File: src/rtl/icache_port_arbiter_if.sv
// icache_port_arbiter_if: request/response bundle shared by the demand
// requester, the auxiliary prefetcher and the icache/MMU port.
// master = arbiter view, slave = surrounding environment view.
interface icache_port_arbiter_if #(
    parameter int XLEN = 32
);
    logic            dem_req_i;
    logic [XLEN-1:0] dem_addr_i;
    logic            dem_ack_o;
    logic [XLEN-1:0] dem_rdata_o;

    logic            aux_req_i;
    logic [XLEN-1:0] aux_addr_i;
    logic            aux_ack_o;
    logic [XLEN-1:0] aux_rdata_o;

    logic            flush_i;

    logic            mem_req_o;
    logic [XLEN-1:0] mem_addr_o;
    logic            mem_ack_i;
    logic [XLEN-1:0] mem_rdata_i;

    logic            busy_o;

    modport master (
        input  dem_req_i, dem_addr_i, aux_req_i, aux_addr_i, flush_i,
               mem_ack_i, mem_rdata_i,
        output dem_ack_o, dem_rdata_o, aux_ack_o, aux_rdata_o,
               mem_req_o, mem_addr_o, busy_o
    );

    modport slave (
        output dem_req_i, dem_addr_i, aux_req_i, aux_addr_i, flush_i,
               mem_ack_i, mem_rdata_i,
        input  dem_ack_o, dem_rdata_o, aux_ack_o, aux_rdata_o,
               mem_req_o, mem_addr_o, busy_o
    );
endinterface

File: src/rtl/icache_port_arbiter.sv
// icache_port_arbiter: shares the single icache/MMU request port between the
// demand prefetch FIFO (dem, high priority) and the next-line prefetcher
// (aux, low priority). One transaction is outstanding at a time; a pipeline
// flush abandons a demand transaction but still waits out the memory ack.
// Optional macro ICACHE_ARB_STARVE_EN adds an anti-starvation counter that
// forces an aux grant after STARVE_LIMIT demand grants made while aux waited.
module icache_port_arbiter #(
    parameter int XLEN         = 32,
    parameter int STARVE_LIMIT = 4
) (
    input logic                   clk,
    input logic                   rst,
    icache_port_arbiter_if.master bus
);
    localparam logic [1:0] S_IDLE     = 2'd0;
    localparam logic [1:0] S_BUSY_DEM = 2'd1;
    localparam logic [1:0] S_BUSY_AUX = 2'd2;
    localparam logic [1:0] S_DRAIN    = 2'd3;

    if (STARVE_LIMIT < 1) begin : g_bad_starve_limit
        $error("icache_port_arbiter: STARVE_LIMIT must be at least 1");
    end

    logic [1:0]      state;
    logic [1:0]      state_nxt;
    logic            mem_req_q;
    logic [XLEN-1:0] mem_addr_q;
    logic            starve_override;
    logic            grant_dem;
    logic            grant_aux;

    // Grant decision is only made in IDLE; demand wins unless flushed or overridden.
    assign grant_dem = (state == S_IDLE) && bus.dem_req_i && !bus.flush_i && !starve_override;
    assign grant_aux = (state == S_IDLE) && !grant_dem && bus.aux_req_i;

`ifdef ICACHE_ARB_STARVE_EN
    localparam int               CNT_W   = $clog2(STARVE_LIMIT + 1);
    localparam logic [CNT_W-1:0] CNT_MAX = CNT_W'(STARVE_LIMIT);

    logic [CNT_W-1:0] starve_cnt;

    assign starve_override = bus.aux_req_i && (starve_cnt == CNT_MAX);

    // Count demand grants that bypassed a waiting aux; any aux grant or idle aux clears it.
    always_ff @(posedge clk) begin
        if (rst) begin
            starve_cnt <= '0;
        end else if (grant_dem) begin
            if (!bus.aux_req_i) begin
                starve_cnt <= '0;
            end else if (starve_cnt != CNT_MAX) begin
                starve_cnt <= starve_cnt + CNT_W'(1);
            end
        end else if (grant_aux) begin
            starve_cnt <= '0;
        end
    end
`else
    assign starve_override = 1'b0;
`endif

    // Transaction FSM: a flushed demand parks in DRAIN until memory answers.
    always_comb begin
        state_nxt = state;
        case (state)
            S_IDLE: begin
                if (grant_dem) begin
                    state_nxt = S_BUSY_DEM;
                end else if (grant_aux) begin
                    state_nxt = S_BUSY_AUX;
                end
            end
            S_BUSY_DEM: begin
                if (bus.mem_ack_i) begin
                    state_nxt = S_IDLE;
                end else if (bus.flush_i) begin
                    state_nxt = S_DRAIN;
                end
            end
            S_BUSY_AUX: begin
                if (bus.mem_ack_i) begin
                    state_nxt = S_IDLE;
                end
            end
            S_DRAIN: begin
                if (bus.mem_ack_i) begin
                    state_nxt = S_IDLE;
                end
            end
            default: state_nxt = S_IDLE;
        endcase
    end

    // State plus the registered memory request; the address stays latched after completion.
    always_ff @(posedge clk) begin
        if (rst) begin
            state      <= S_IDLE;
            mem_req_q  <= 1'b0;
            mem_addr_q <= '0;
        end else begin
            state     <= state_nxt;
            mem_req_q <= (state_nxt != S_IDLE);
            if (grant_dem) begin
                mem_addr_q <= bus.dem_addr_i;
            end else if (grant_aux) begin
                mem_addr_q <= bus.aux_addr_i;
            end
        end
    end

    assign bus.mem_req_o  = mem_req_q;
    assign bus.mem_addr_o = mem_addr_q;
    assign bus.busy_o     = (state != S_IDLE);

    // Responses are routed combinationally; a flush in the ack cycle kills the demand ack.
    assign bus.dem_ack_o   = (state == S_BUSY_DEM) && bus.mem_ack_i && !bus.flush_i;
    assign bus.aux_ack_o   = (state == S_BUSY_AUX) && bus.mem_ack_i;
    assign bus.dem_rdata_o = bus.dem_ack_o ? bus.mem_rdata_i : '0;
    assign bus.aux_rdata_o = bus.aux_ack_o ? bus.mem_rdata_i : '0;
endmodule
File: src/flat_wrapper.sv
// flat-port wrapper written by rule: the top's interface ports become plain ports
module icache_port_arbiter_flat 
#(
    parameter int XLEN         = 32,
    parameter int STARVE_LIMIT = 4
)
  (clk, rst, bus_dem_req_i, bus_dem_addr_i, bus_aux_req_i, bus_aux_addr_i, bus_flush_i, bus_mem_ack_i, bus_mem_rdata_i, bus_dem_ack_o, bus_dem_rdata_o, bus_aux_ack_o, bus_aux_rdata_o, bus_mem_req_o, bus_mem_addr_o, bus_busy_o);
  icache_port_arbiter_if #(.XLEN(XLEN)) bus_i ();
  input logic clk;
  input logic rst;
  input wire logic [$bits(bus_i.dem_req_i)-1:0] bus_dem_req_i;
  input wire logic [$bits(bus_i.dem_addr_i)-1:0] bus_dem_addr_i;
  input wire logic [$bits(bus_i.aux_req_i)-1:0] bus_aux_req_i;
  input wire logic [$bits(bus_i.aux_addr_i)-1:0] bus_aux_addr_i;
  input wire logic [$bits(bus_i.flush_i)-1:0] bus_flush_i;
  input wire logic [$bits(bus_i.mem_ack_i)-1:0] bus_mem_ack_i;
  input wire logic [$bits(bus_i.mem_rdata_i)-1:0] bus_mem_rdata_i;
  output wire logic [$bits(bus_i.dem_ack_o)-1:0] bus_dem_ack_o;
  output wire logic [$bits(bus_i.dem_rdata_o)-1:0] bus_dem_rdata_o;
  output wire logic [$bits(bus_i.aux_ack_o)-1:0] bus_aux_ack_o;
  output wire logic [$bits(bus_i.aux_rdata_o)-1:0] bus_aux_rdata_o;
  output wire logic [$bits(bus_i.mem_req_o)-1:0] bus_mem_req_o;
  output wire logic [$bits(bus_i.mem_addr_o)-1:0] bus_mem_addr_o;
  output wire logic [$bits(bus_i.busy_o)-1:0] bus_busy_o;
  assign bus_i.dem_req_i = bus_dem_req_i;
  assign bus_i.dem_addr_i = bus_dem_addr_i;
  assign bus_i.aux_req_i = bus_aux_req_i;
  assign bus_i.aux_addr_i = bus_aux_addr_i;
  assign bus_i.flush_i = bus_flush_i;
  assign bus_i.mem_ack_i = bus_mem_ack_i;
  assign bus_i.mem_rdata_i = bus_mem_rdata_i;
  assign bus_dem_ack_o = bus_i.dem_ack_o;
  assign bus_dem_rdata_o = bus_i.dem_rdata_o;
  assign bus_aux_ack_o = bus_i.aux_ack_o;
  assign bus_aux_rdata_o = bus_i.aux_rdata_o;
  assign bus_mem_req_o = bus_i.mem_req_o;
  assign bus_mem_addr_o = bus_i.mem_addr_o;
  assign bus_busy_o = bus_i.busy_o;
  icache_port_arbiter #(.XLEN(XLEN), .STARVE_LIMIT(STARVE_LIMIT)) u_core (.clk(clk), .rst(rst), .bus(bus_i));
endmodule
File: config.mk
export PLATFORM = sky130hd
export DESIGN_NAME = icache_port_arbiter_flat
export DESIGN_NICKNAME = d
export VERILOG_FILES = /design/src/rtl/icache_port_arbiter_if.sv /design/src/rtl/icache_port_arbiter.sv /design/src/flat_wrapper.sv
export SDC_FILE = /design/constraint.sdc
export NUM_CORES = 1
export LEC_CHECK = 0
export CAP_MARGIN = 20
export CORE_UTILIZATION = 33
export CTS_CLUSTER_SIZE = 8
export DETAILED_ROUTE_END_ITERATION = 7
export HOLD_SLACK_MARGIN = 0.08
export PLACE_DENSITY = 0.87
export RECOVER_POWER = 100
export SYNTH_ARGS = -nofsm -noshare
export SYNTH_HDL_FRONTEND = slang
export SYNTH_SLANG_ARGS = --single-unit
File: constraint.sdc
create_clock -name clk -period 3.6 [get_ports clk]
set_input_delay 0.54 -clock clk [delete_from_list [all_inputs] [get_ports clk]]
set_output_delay 0.54 -clock clk [all_outputs]
set_load 0.01 [all_outputs]
==> key figures, run 1 <==
Run status
  • Status: completed

Clocking
  • Post-CTS Setup Repair Bufs: 0
  • Clk buf depth: 2
  • Root buf cell: clkbuf_8
  • Clock sink total: 35
  • Skew-Pair Late Insertion Delay: about 0.28 ns
  • Cts hold-fix bufs: 0
  • Clock transition at path regs: roughly 0.070 ns
  • Post-cts sizing count: 0
  • CTS tree: yes
  • CTS Buf Count: 5
  • Htree depth: 2

STA
  • Final slew viol count: 0
  • Final Hold Viols: 0
  • Max_slew headroom: 0.227
  • Clk_skew: slightly above 0.009 ns
  • Highest clock rate: about 0.32 GHz
  • RSZ-0062 raised after global routing: false
  • Worst-margin pin slew: approximately 1.2 ns
  • PnR worst setup slack: between 0.5 and 0.6 ns
  • Post-route setup TNS: 0 ns
  • Tmin final: between 3 and 4 ns
  • Fin Hold WS: about 0.49 ns
  • Final setup fails: 0
  • Final Cycle Share: 0.855

Logic synthesis
  • Synth cell types: 24
  • EDFF count, synth: 0
  • Ys Warns: 0
  • Top cells by area, synth: dfxtp_1, and2_1, nand3b_1
  • Post-synthesis sequential area ratio: 0.325
  • Most frequent cell after synthesis: and2_1
  • Post-Syn Area: 2160 um^2
  • Ys async rst share: 0
  • Main synth FF type: dfxtp_1
  • Syn_nets: approximately 380
  • Post-synth top cells: and2_1, nor2_1, dfxtp_1
  • Area leader, netlist: dfxtp_1
  • Post-Syn Area per Cell: between 7 and 8 um^2
  • Number of synthesized register bits: 35
  • Cells after Synth: approximately 270
  • Synth top area share: 0.325

Critical path
  • FF-to-FF Start: u_core.state[0]
  • CP Launch Type: primary input
  • CP endpoint kind: primary output
  • Slowest stage cell, crit path: dlygate4sd3_1
  • CP startpoint: bus_mem_ack_i
  • Worst Setup EP: bus_aux_rdata_o[24]
  • Crit Reg-Reg Endpoint: u_core.bus.mem_addr_o[26]
  • CP Max Fanout: 33
  • Slowest stage delay, CP: ~0.6 ns
  • Crit path arrival time: around 2.5 ns
  • Cells along the critical path: dlygate4sd3_1 -> nand2_1 -> nor2_1 -> clkbuf_2 -> and2_1 -> dlygate4sd3_1
  • Flop-to-flop setup slack: 1.23 ns
  • CP most frequent cell: dlygate4sd3_1
  • R2R depth: 4
  • Setup CP Type: in -> out
  • Critical Path RT: 3.06 ns

Cells and area
  • Final core area utilization: 0.668
  • Fillcell total: slightly above 500
  • Layout Nets: 560
  • Cell area after layout: around 4200 um^2
  • Layout cells sized above 1: 0.0328
  • # diodes: 0
  • Post-route insts no fill: 535
  • Area Overhead vs Synth: 95.8%

Place
  • RePlAce Congestion: between 0.8 and 0.9
  • Pre-CTS setup slack: 0.656 ns
  • Hpwl dp: approximately 5.8 mm
  • Placed cell count: between 500 and 600
  • Placed Area: approximately 4100 um^2
  • Port bufs: between 200 and 250

Power
  • Worst IR drop on VDD: approximately 0.22 mV
  • Tot Pwr: between 1 and 1.5 mW
  • PD cells: between 200 and 300 nW/um^2
  • Leakage: 1.68 nW

Routing
  • Drt drc: 0
  • Routed Antenna Nets: 0
  • Drt first pass iters: 4
  • Post-DR wirelength/cell: between 10 and 15 um
  • DR iter-0 viols: 44
  • Vias per cell: roughly 4.9
  • Routed WL: 7.45 mm
  • Via count: 2602

Job
  • Max cap viols: 0

GRT
  • Vias in the first global route: 2529
  • First-pass GRT wire length: 11.9 mm
  • Largest net degree at the start of global routing: 64
  • All-Layer GR Usage: 0.208
  • Initial antenna violation count: 0
  • Congestion Overflow GR: 0

Die
  • Rows: 29
  • Die H: roughly 83 um
  • Die ar.: slightly below 7000 um^2
  • Die Span X: between 80 and 90 um
  • Initial Utilization: 0.341
  • Io pins: between 200 and 250
  • Total core area: between 6000 and 7000 um^2

Worst hold path
  • Min-delay worst type: reg -> reg
[cell type report]
type | instances | area (um^2) | area share
Multi-Input combinational cell | 210 | 1280 | 0.303
Timing Repair Buffer | 205 | 2040 | 0.483
Tap cell | 77 | 96.3 | 0.0228
Inverter | 1 | 3.75 | 0.000889
Clock buffer | 6 | 72.6 | 0.0172
Clock inverter | 1 | 30.0 | 0.00712
Sequential cell | 35 | 701 | 0.166
[placed cells by master, fill, tap and decap left out]
cell             count
a211oi_1            28
a211oi_2             3
a21oi_1              1
a31oi_1              2
and2_0              34
and2_1              31
and4bb_2             1
buf_4                3
bufinv_16            1
clkbuf_1             1
clkbuf_2             1
clkbuf_8             5
clkdlybuf4s50_1    136
dfxtp_1             35
dlygate4sd3_1       65
inv_1                1
nand2_1              1
nand2b_1             3
nand2b_2             1
nand3_1              2
nand3b_1            31
nor2_1              37
nor2b_1              2
o21a_1               1
o21ai_0             29
o21ai_1              3
[worst min-delay path by stage]
stage,from,slack [ns],cells after the start,to
after floorplan,u_core.bus.mem_addr_o[30],0.51,2,u_core.bus.mem_addr_o[30]
after global placement,u_core.bus.mem_addr_o[30],0.48,2,u_core.bus.mem_addr_o[30]
after detailed placement,u_core.bus.mem_addr_o[30],0.49,2,u_core.bus.mem_addr_o[30]
after CTS,u_core.bus.mem_addr_o[13],0.50,2,u_core.bus.mem_addr_o[13]
after global routing,u_core.bus.mem_addr_o[8],0.52,2,u_core.bus.mem_addr_o[8]
final,u_core.bus.mem_addr_o[3],0.49,2,u_core.bus.mem_addr_o[3]
[power breakdown]
part           leakage (nW)  switching, mW  internal, mW
Sequential            0.291         0.0195         0.432
Combinational          1.34          0.175         0.237
Clock                0.0513          0.130         0.203
Total                  1.68          0.324         0.872
[metal layers]
metal  part of all wire  wire length, um  track usage  vias to the layer above
li1                   -                -            -                     1302
met1               0.40             3020        0.241                     1166
met2               0.50             3710        0.372                      119
met3              0.071              530       0.0497                       15
met4              0.026              191       0.0721                        0
met5                  0                0            0                        -
[cell families (layout without fill, tap and decap cells)]
| kind of cell | after synthesis | after routing | share of synthesized area |
|---|---|---|---|
| AO/OA/AOI/OAI | 67 | 67 | 0.207 |
| buffers and inverters | 28 | 213 | 0.0743 |
| flip-flops | 35 | 35 | 0.325 |
| AND/OR/NAND/NOR | 143 | 143 | 0.394 |
[critical path, delay by kind of cell]
family        cells  cell delay (ns)
buf+inv           3             1.64
simple gates      3             0.35
[registers in the layout, indices dropped and copies added (netlist names)]
| signal | count |
|---|---|
| u_core.bus.mem_addr_o | 32 |
| u_core.bus.mem_req_o | 1 |
| u_core.state | 2 |
(Power assumes the default switching activity.)
==> run 2, diff against run 1 <==
Settings changed: CTS_CLUSTER_DIAMETER from default to 100, MAX_ROUTING_LAYER from default to met4.
==> key figures, run 2 (same netlist as run 1, synthesis figures left out) <==
Critical path
  • CP Launch Type: primary input
  • CP Max Fanout: 33 (unchanged)
  • Critical Path RT: 3.06 ns (about the same)
  • Cells along the critical path: dlygate4sd3_1 -> and4bb_2 -> and2_1 -> dlygate4sd3_1
  • Slowest stage cell, crit path: dlygate4sd3_1
  • FF-to-FF Start: u_core.state[0]
  • Setup CP Type: in -> out
  • CP most frequent cell: dlygate4sd3_1
  • CP startpoint: bus_mem_ack_i
  • Crit path arrival time: 2.54 ns (about the same)
  • Slowest stage delay, CP: 0.62 ns (about the same)
  • CP endpoint kind: primary output

Routing
  • DR iter-0 viols: 55 (+25%)
  • Vias per cell: 4.85 (-0.35%)
  • Drt first pass iters: 4 (unchanged)
  • Drt drc: 0 (unchanged)
  • Routed WL: 7.46 mm (about the same)
  • Routed Antenna Nets: 0 (unchanged)
  • Via count: 2593 (-0.35%)
  • Post-DR wirelength/cell: 13.9 um (about the same)

Cells and area
  • Area Overhead vs Synth: 95.8% (unchanged)
  • # diodes: 0 (unchanged)
  • Layout cells sized above 1: 0.0328 (unchanged)
  • Most common cell after layout, fill and taps aside: clkdlybuf4s50_1
  • Layout Nets: 560 (unchanged)
  • Fillcell total: 517 (unchanged)
  • Number of flip-flops in the largest register: 32 (unchanged)
  • Most frequent cells in the layout: clkdlybuf4s50_1, dlygate4sd3_1, nor2_1, dfxtp_1, and2_0
  • Final core area utilization: 0.668 (unchanged)
  • Footprint of the multi-input gates: 1280 um^2 (unchanged)
  • FF/Latch Area: 701 um^2 (unchanged)

Die
  • Rows: 29 (unchanged)
  • Die H: 82.8 um (unchanged)
  • Die ar.: 6860 um^2 (unchanged)
  • Initial Utilization: 0.341 (unchanged)
  • Die Span X: 82.8 um (unchanged)
  • Io pins: 202 (unchanged)
  • Total core area: 6310 um^2 (unchanged)

Clocking
  • Skew-Pair Late Insertion Delay: 0.28 ns (about the same)
  • Cts hold-fix bufs: 0 (unchanged)
  • Htree depth: 2 (unchanged)
  • CTS Buf Count: 5 (unchanged)
  • Clock transition at path regs: 0.07 ns (about the same)
  • Clock sink total: 35 (unchanged)
  • Post-CTS Setup Repair Bufs: 0 (unchanged)
  • Root buf cell: clkbuf_8
  • Post-cts sizing count: 0 (unchanged)
  • Clk buf depth: 2 (unchanged)
  • CTS tree: yes

Power
  • Sw Share: 0.272 (+0.000664)
  • Leakage: 1.68 nW (unchanged)
  • Worst IR drop on VDD: 0.221 mV (+0.15%)
  • Net Switching: 326 uW (+0.34%)
  • Clk pwr share: 0.278 (about the same)
  • Int Power: 872 uW (about the same)
  • PD cells: 284 nW/um^2 (about the same)
  • Tot Pwr: 1.20 mW (about the same)
  • Comb power frac: 0.344 (about the same)
  • Register share of total power: 0.377 (about the same)

Place
  • Hpwl dp: 5.79 mm (unchanged)
  • Port bufs: 201 (unchanged)
  • RePlAce Congestion: 0.835 (+1.5%)

STA
  • Post-route setup TNS: 0 ns (unchanged)
  • Fin Hold WS: 0.496 ns (+0.00108 ns)
  • Tmin final: 3.08 ns (-0.000110 ns)
  • Max_slew headroom: 0.228 (+0.000999)
  • Final Cycle Share: 0.855 (about the same)
  • RSZ-0062 raised after global routing: false
  • Worst-margin pin slew: 1.16 ns (-0.00150 ns)
  • Highest clock rate: 0.325 GHz (about the same)
  • Final Hold Viols: 0 (unchanged)
  • Clk_skew: 0.00698 ns (-0.00231 ns)
  • Final slew viol count: 0 (unchanged)
  • Final setup fails: 0 (unchanged)

GRT
  • Vias in the first global route: 2532 (+0.12%)
  • GR met3 Demand/Resource: 0.0398 (-0.00994)
  • Largest net degree at the start of global routing: 64 (unchanged)
  • Initial antenna violation count: 0 (unchanged)
  • Congestion Overflow GR: 0 (unchanged)
  • Met1 usage: 0.248 (+0.00681)
  • Global routing usage on met2: 0.372 (unchanged)
  • GRT Max-Usage Layer: met2
  • First-pass GRT wire length: 11.9 mm (+0.18%)
  • All-Layer GR Usage: 0.214 (+0.00618)

Job
  • Max cap viols: 0 (unchanged)

Worst hold path
  • Min-delay worst type: reg -> reg
  • Hold_sp: u_core.bus.mem_addr_o[3]

Run status
  • Status: completed
## run 2: cell counts in the layout (fill, tap and decap cells not counted)
No cell type changed its count.
## run 2: final cells by class
cell class,instances,share of cell area
repair buffers,205,0.483
multi-input cells,210,0.303
flip-flops and latches,35,0.166
well taps,77,0.0228
clock buffers,6,0.0172
clock inverters,1,0.00712
inverters,1,0.000889
## run 2: per-stage QoR
| step | cells | instance area, um^2 | setup slack [ns] |
|---|---|---|---|
| 2_1_floorplan | 273 | 2160 | 1.82 |
| 3_3_place_gp | 528 | 4140 | 0.668 |
| 3_5_place_dp | 528 | 4140 | 0.656 |
| 4_1_cts | 535 | 4240 | 0.649 |
| 5_1_grt | 535 | 4220 | 0.309 |
| 6_report | 535 | 4220 | 0.521 |
## run 2: path summary, 6_finish.rpt
path         cells past startpoint                        end  slack (ns)
min                              2   u_core.bus.mem_addr_o[3]        0.50
min reg2reg                      2   u_core.bus.mem_addr_o[3]        0.50
max reg2reg                      4  u_core.bus.mem_addr_o[26]        1.24
max                              4        bus_dem_rdata_o[18]        0.52
## run 2: worst max-delay path, delay by kind of cell
kind | cells | cell delay (ns)
buffers and inverters | 2 | 1.23
AND/OR/NAND/NOR | 2 | 0.76
## run 2: power by group through the flow
stage | sequential, mW | combinational, mW | clock (mW)
after floorplan | 0.483 | 0.165 | 0
after global placement | 0.461 | 0.428 | 0
after detailed placement | 0.464 | 0.435 | 0
after CTS | 0.455 | 0.438 | 0.340
after global routing | 0.458 | 0.446 | 0.359
final | 0.452 | 0.412 | 0.333
## run 2: layer usage
metal  part of all wire  vias up
li1                   -     1304
met1               0.42     1155
met2               0.49      119
met3              0.063       15
met4              0.025        0
met5                  0        -
==> run 3, diff against run 2 <==
Settings changed: SLEW_MARGIN from default to 30.
==> key figures, run 3 (same netlist as run 1, synthesis figures left out) <==
Cells and area
  • Layout cells sized above 1: 0.0328 (unchanged)
  • Layout Nets: 560 (unchanged)
  • Area Overhead vs Synth: 96.0%
  • Number of flip-flops in the largest register: 32 (unchanged)
  • Most common cell after layout, fill and taps aside: clkdlybuf4s50_1
  • # diodes: 0 (unchanged)
  • Fillcell total: 519 (+0.39%)
  • Most frequent cells in the layout: clkdlybuf4s50_1, dlygate4sd3_1, nor2_1, dfxtp_1, and2_0

Die
  • Rows: 29 (unchanged)
  • Die H: 82.8 um (unchanged)
  • Io pins: 202 (unchanged)
  • Initial Utilization: 0.341 (unchanged)
  • Die Span X: 82.8 um (unchanged)
  • Die ar.: 6860 um^2 (unchanged)
  • Total core area: 6310 um^2 (unchanged)

Critical path
  • CP endpoint kind: primary output
  • Slowest stage cell, crit path: dlygate4sd3_1
  • CP most frequent cell: dlygate4sd3_1
  • Delay-heaviest family, CP: buffers and inverters
  • Setup CP Type: in -> out
  • CP Launch Type: primary input
  • Cells along the critical path: dlygate4sd3_1 -> and4bb_2 -> and2_1 -> dlygate4sd3_1
  • Critical Path RT: 3.06 ns (about the same)
  • Crit path arrival time: 2.54 ns (about the same)
  • Slowest stage delay, CP: 0.62 ns (about the same)
  • Critical path buffers and inverters: 2 (unchanged)
  • CP Max Fanout: 33 (unchanged)

Routing
  • Via count: 2608 (+0.58%)
  • Vias per cell: 4.87 (+0.58%)
  • Routed Antenna Nets: 0 (unchanged)
  • Drt drc: 0 (unchanged)
  • Drt first pass iters: 4 (unchanged)
  • DR iter-0 viols: 51 (-7.3%)
  • Post-DR wirelength/cell: 14.0 um (+0.43%)
  • Routed WL: 7.49 mm (+0.43%)

Run status
  • Status: completed

Clocking
  • Clock transition at path regs: 0.06 ns (about the same)
  • CTS Buf Count: 5 (unchanged)
  • Skew-Pair Late Insertion Delay: 0.28 ns (about the same)
  • Htree depth: 2 (unchanged)
  • Root buf cell: clkbuf_8
  • Cts hold-fix bufs: 0 (unchanged)
  • CTS tree: yes
  • Post-cts sizing count: 0 (unchanged)
  • Post-CTS Setup Repair Bufs: 0 (unchanged)
  • Clock sink total: 35 (unchanged)
  • Clk buf depth: 2 (unchanged)

Power
  • Sw Share: 0.271 (-0.000551)
  • Leakage: 1.69 nW (+0.33%)
  • Register share of total power: 0.378 (about the same)
  • Clk pwr share: 0.278 (about the same)
  • Int Power: 872 uW (about the same)
  • Comb power frac: 0.345 (about the same)
  • Net Switching: 325 uW (-0.24%)
  • Tot Pwr: 1.20 mW (about the same)
  • Worst IR drop on VDD: 0.221 mV (-0.40%)
  • PD cells: 283 nW/um^2 (-0.15%)

STA
  • Clk_skew: 0.00775 ns (+0.000776 ns)
  • Worst-margin pin slew: 1.17 ns (+0.00743 ns)
  • Final setup fails: 0 (unchanged)
  • Final slew viol count: 0 (unchanged)
  • Highest clock rate: 0.325 GHz (about the same)
  • Post-route setup TNS: 0 ns (unchanged)
  • Final Cycle Share: 0.855 (about the same)
  • Final Hold Viols: 0 (unchanged)
  • Max_slew headroom: 0.223 (-0.00495)
  • Tmin final: 3.08 ns (-0.00170 ns)
  • RSZ-0062 raised after global routing: false

GRT
  • Initial antenna violation count: 0 (unchanged)
  • Congestion Overflow GR: 0 (unchanged)
  • Largest net degree at the start of global routing: 64 (unchanged)
  • All-Layer GR Usage: 0.214 (unchanged)
  • First-pass GRT wire length: 11.9 mm (unchanged)
  • Vias in the first global route: 2532 (unchanged)

Place
  • RePlAce Congestion: 0.835 (unchanged)
  • Hpwl dp: 5.79 mm (unchanged)
  • Port bufs: 201 (unchanged)

Worst hold path
  • Min-delay worst type: reg -> reg

Job
  • Max cap viols: 0 (unchanged)
==> run 3: worst paths after layout <==
path,slack [ns],cells after the start,start,end
hold reg to reg,0.50,2,u_core.bus.mem_addr_o[13],u_core.bus.mem_addr_o[13]
setup / recovery,0.52,4,bus_mem_ack_i,bus_dem_rdata_o[18]
hold / removal,0.50,2,u_core.bus.mem_addr_o[13],u_core.bus.mem_addr_o[13]
setup reg to reg,1.25,4,u_core.state[0],u_core.bus.mem_addr_o[26]
==> run 3: metal layers <==
layer | wire (um) | global-route usage | share of wire | up-vias
li1 | - | - | - | 1302
met1 | 3110 | 0.248 | 0.42 | 1170
met2 | 3720 | 0.372 | 0.50 | 121
met3 | 466 | 0.0398 | 0.062 | 15
met4 | 190 | 0.0721 | 0.025 | 0
met5 | 0 | - | 0 | -
==> run 3: area by class of cell <==
cell class                      count  area [um^2]  area share
Clock inverter                      1         30.0     0.00711
Sequential cell                    35          701       0.166
Tap cell                           77         96.3      0.0228
Inverter                            1         3.75    0.000888
Timing Repair Buffer              205         2040       0.483
Multi-Input combinational cell    210         1280       0.304
Clock buffer                        6         72.6      0.0172
==> run 3: power by group through the flow <==
stage	Clock [mW]	Combinational, mW	Sequential, mW
final	0.332	0.413	0.452
after global routing	0.359	0.447	0.458
after CTS	0.340	0.438	0.455
after detailed placement	0	0.435	0.464
after global placement	0	0.428	0.461
after floorplan	0	0.165	0.483
==> run 3: worst register-to-register path, stage by stage, from the launching register on <==
cell and delay, ns:
dfxtp_1 0.33, nor2_1 0.52, o21a_1 1.00, nor2_1 0.08, a211oi_1 0.31
==> run 3: metrics by stage <==
| stage | setup slack, ns | utilization | cell area (um^2) | hold WS (ns) | instances |
|---|---|---|---|---|---|
| 6_report | 0.522 | 0.669 | 4230 | 0.496 | 535 |
| 3_5_place_dp | 0.656 | 0.656 | 4140 | 0.490 | 528 |
| 5_1_grt | 0.309 | 0.669 | 4230 | 0.515 | 535 |
| 2_1_floorplan | 1.82 | - | 2160 | 0.514 | 273 |
| 3_3_place_gp | 0.668 | 0.656 | 4140 | 0.484 | 528 |
| 4_1_cts | 0.649 | 0.672 | 4240 | 0.499 | 535 |
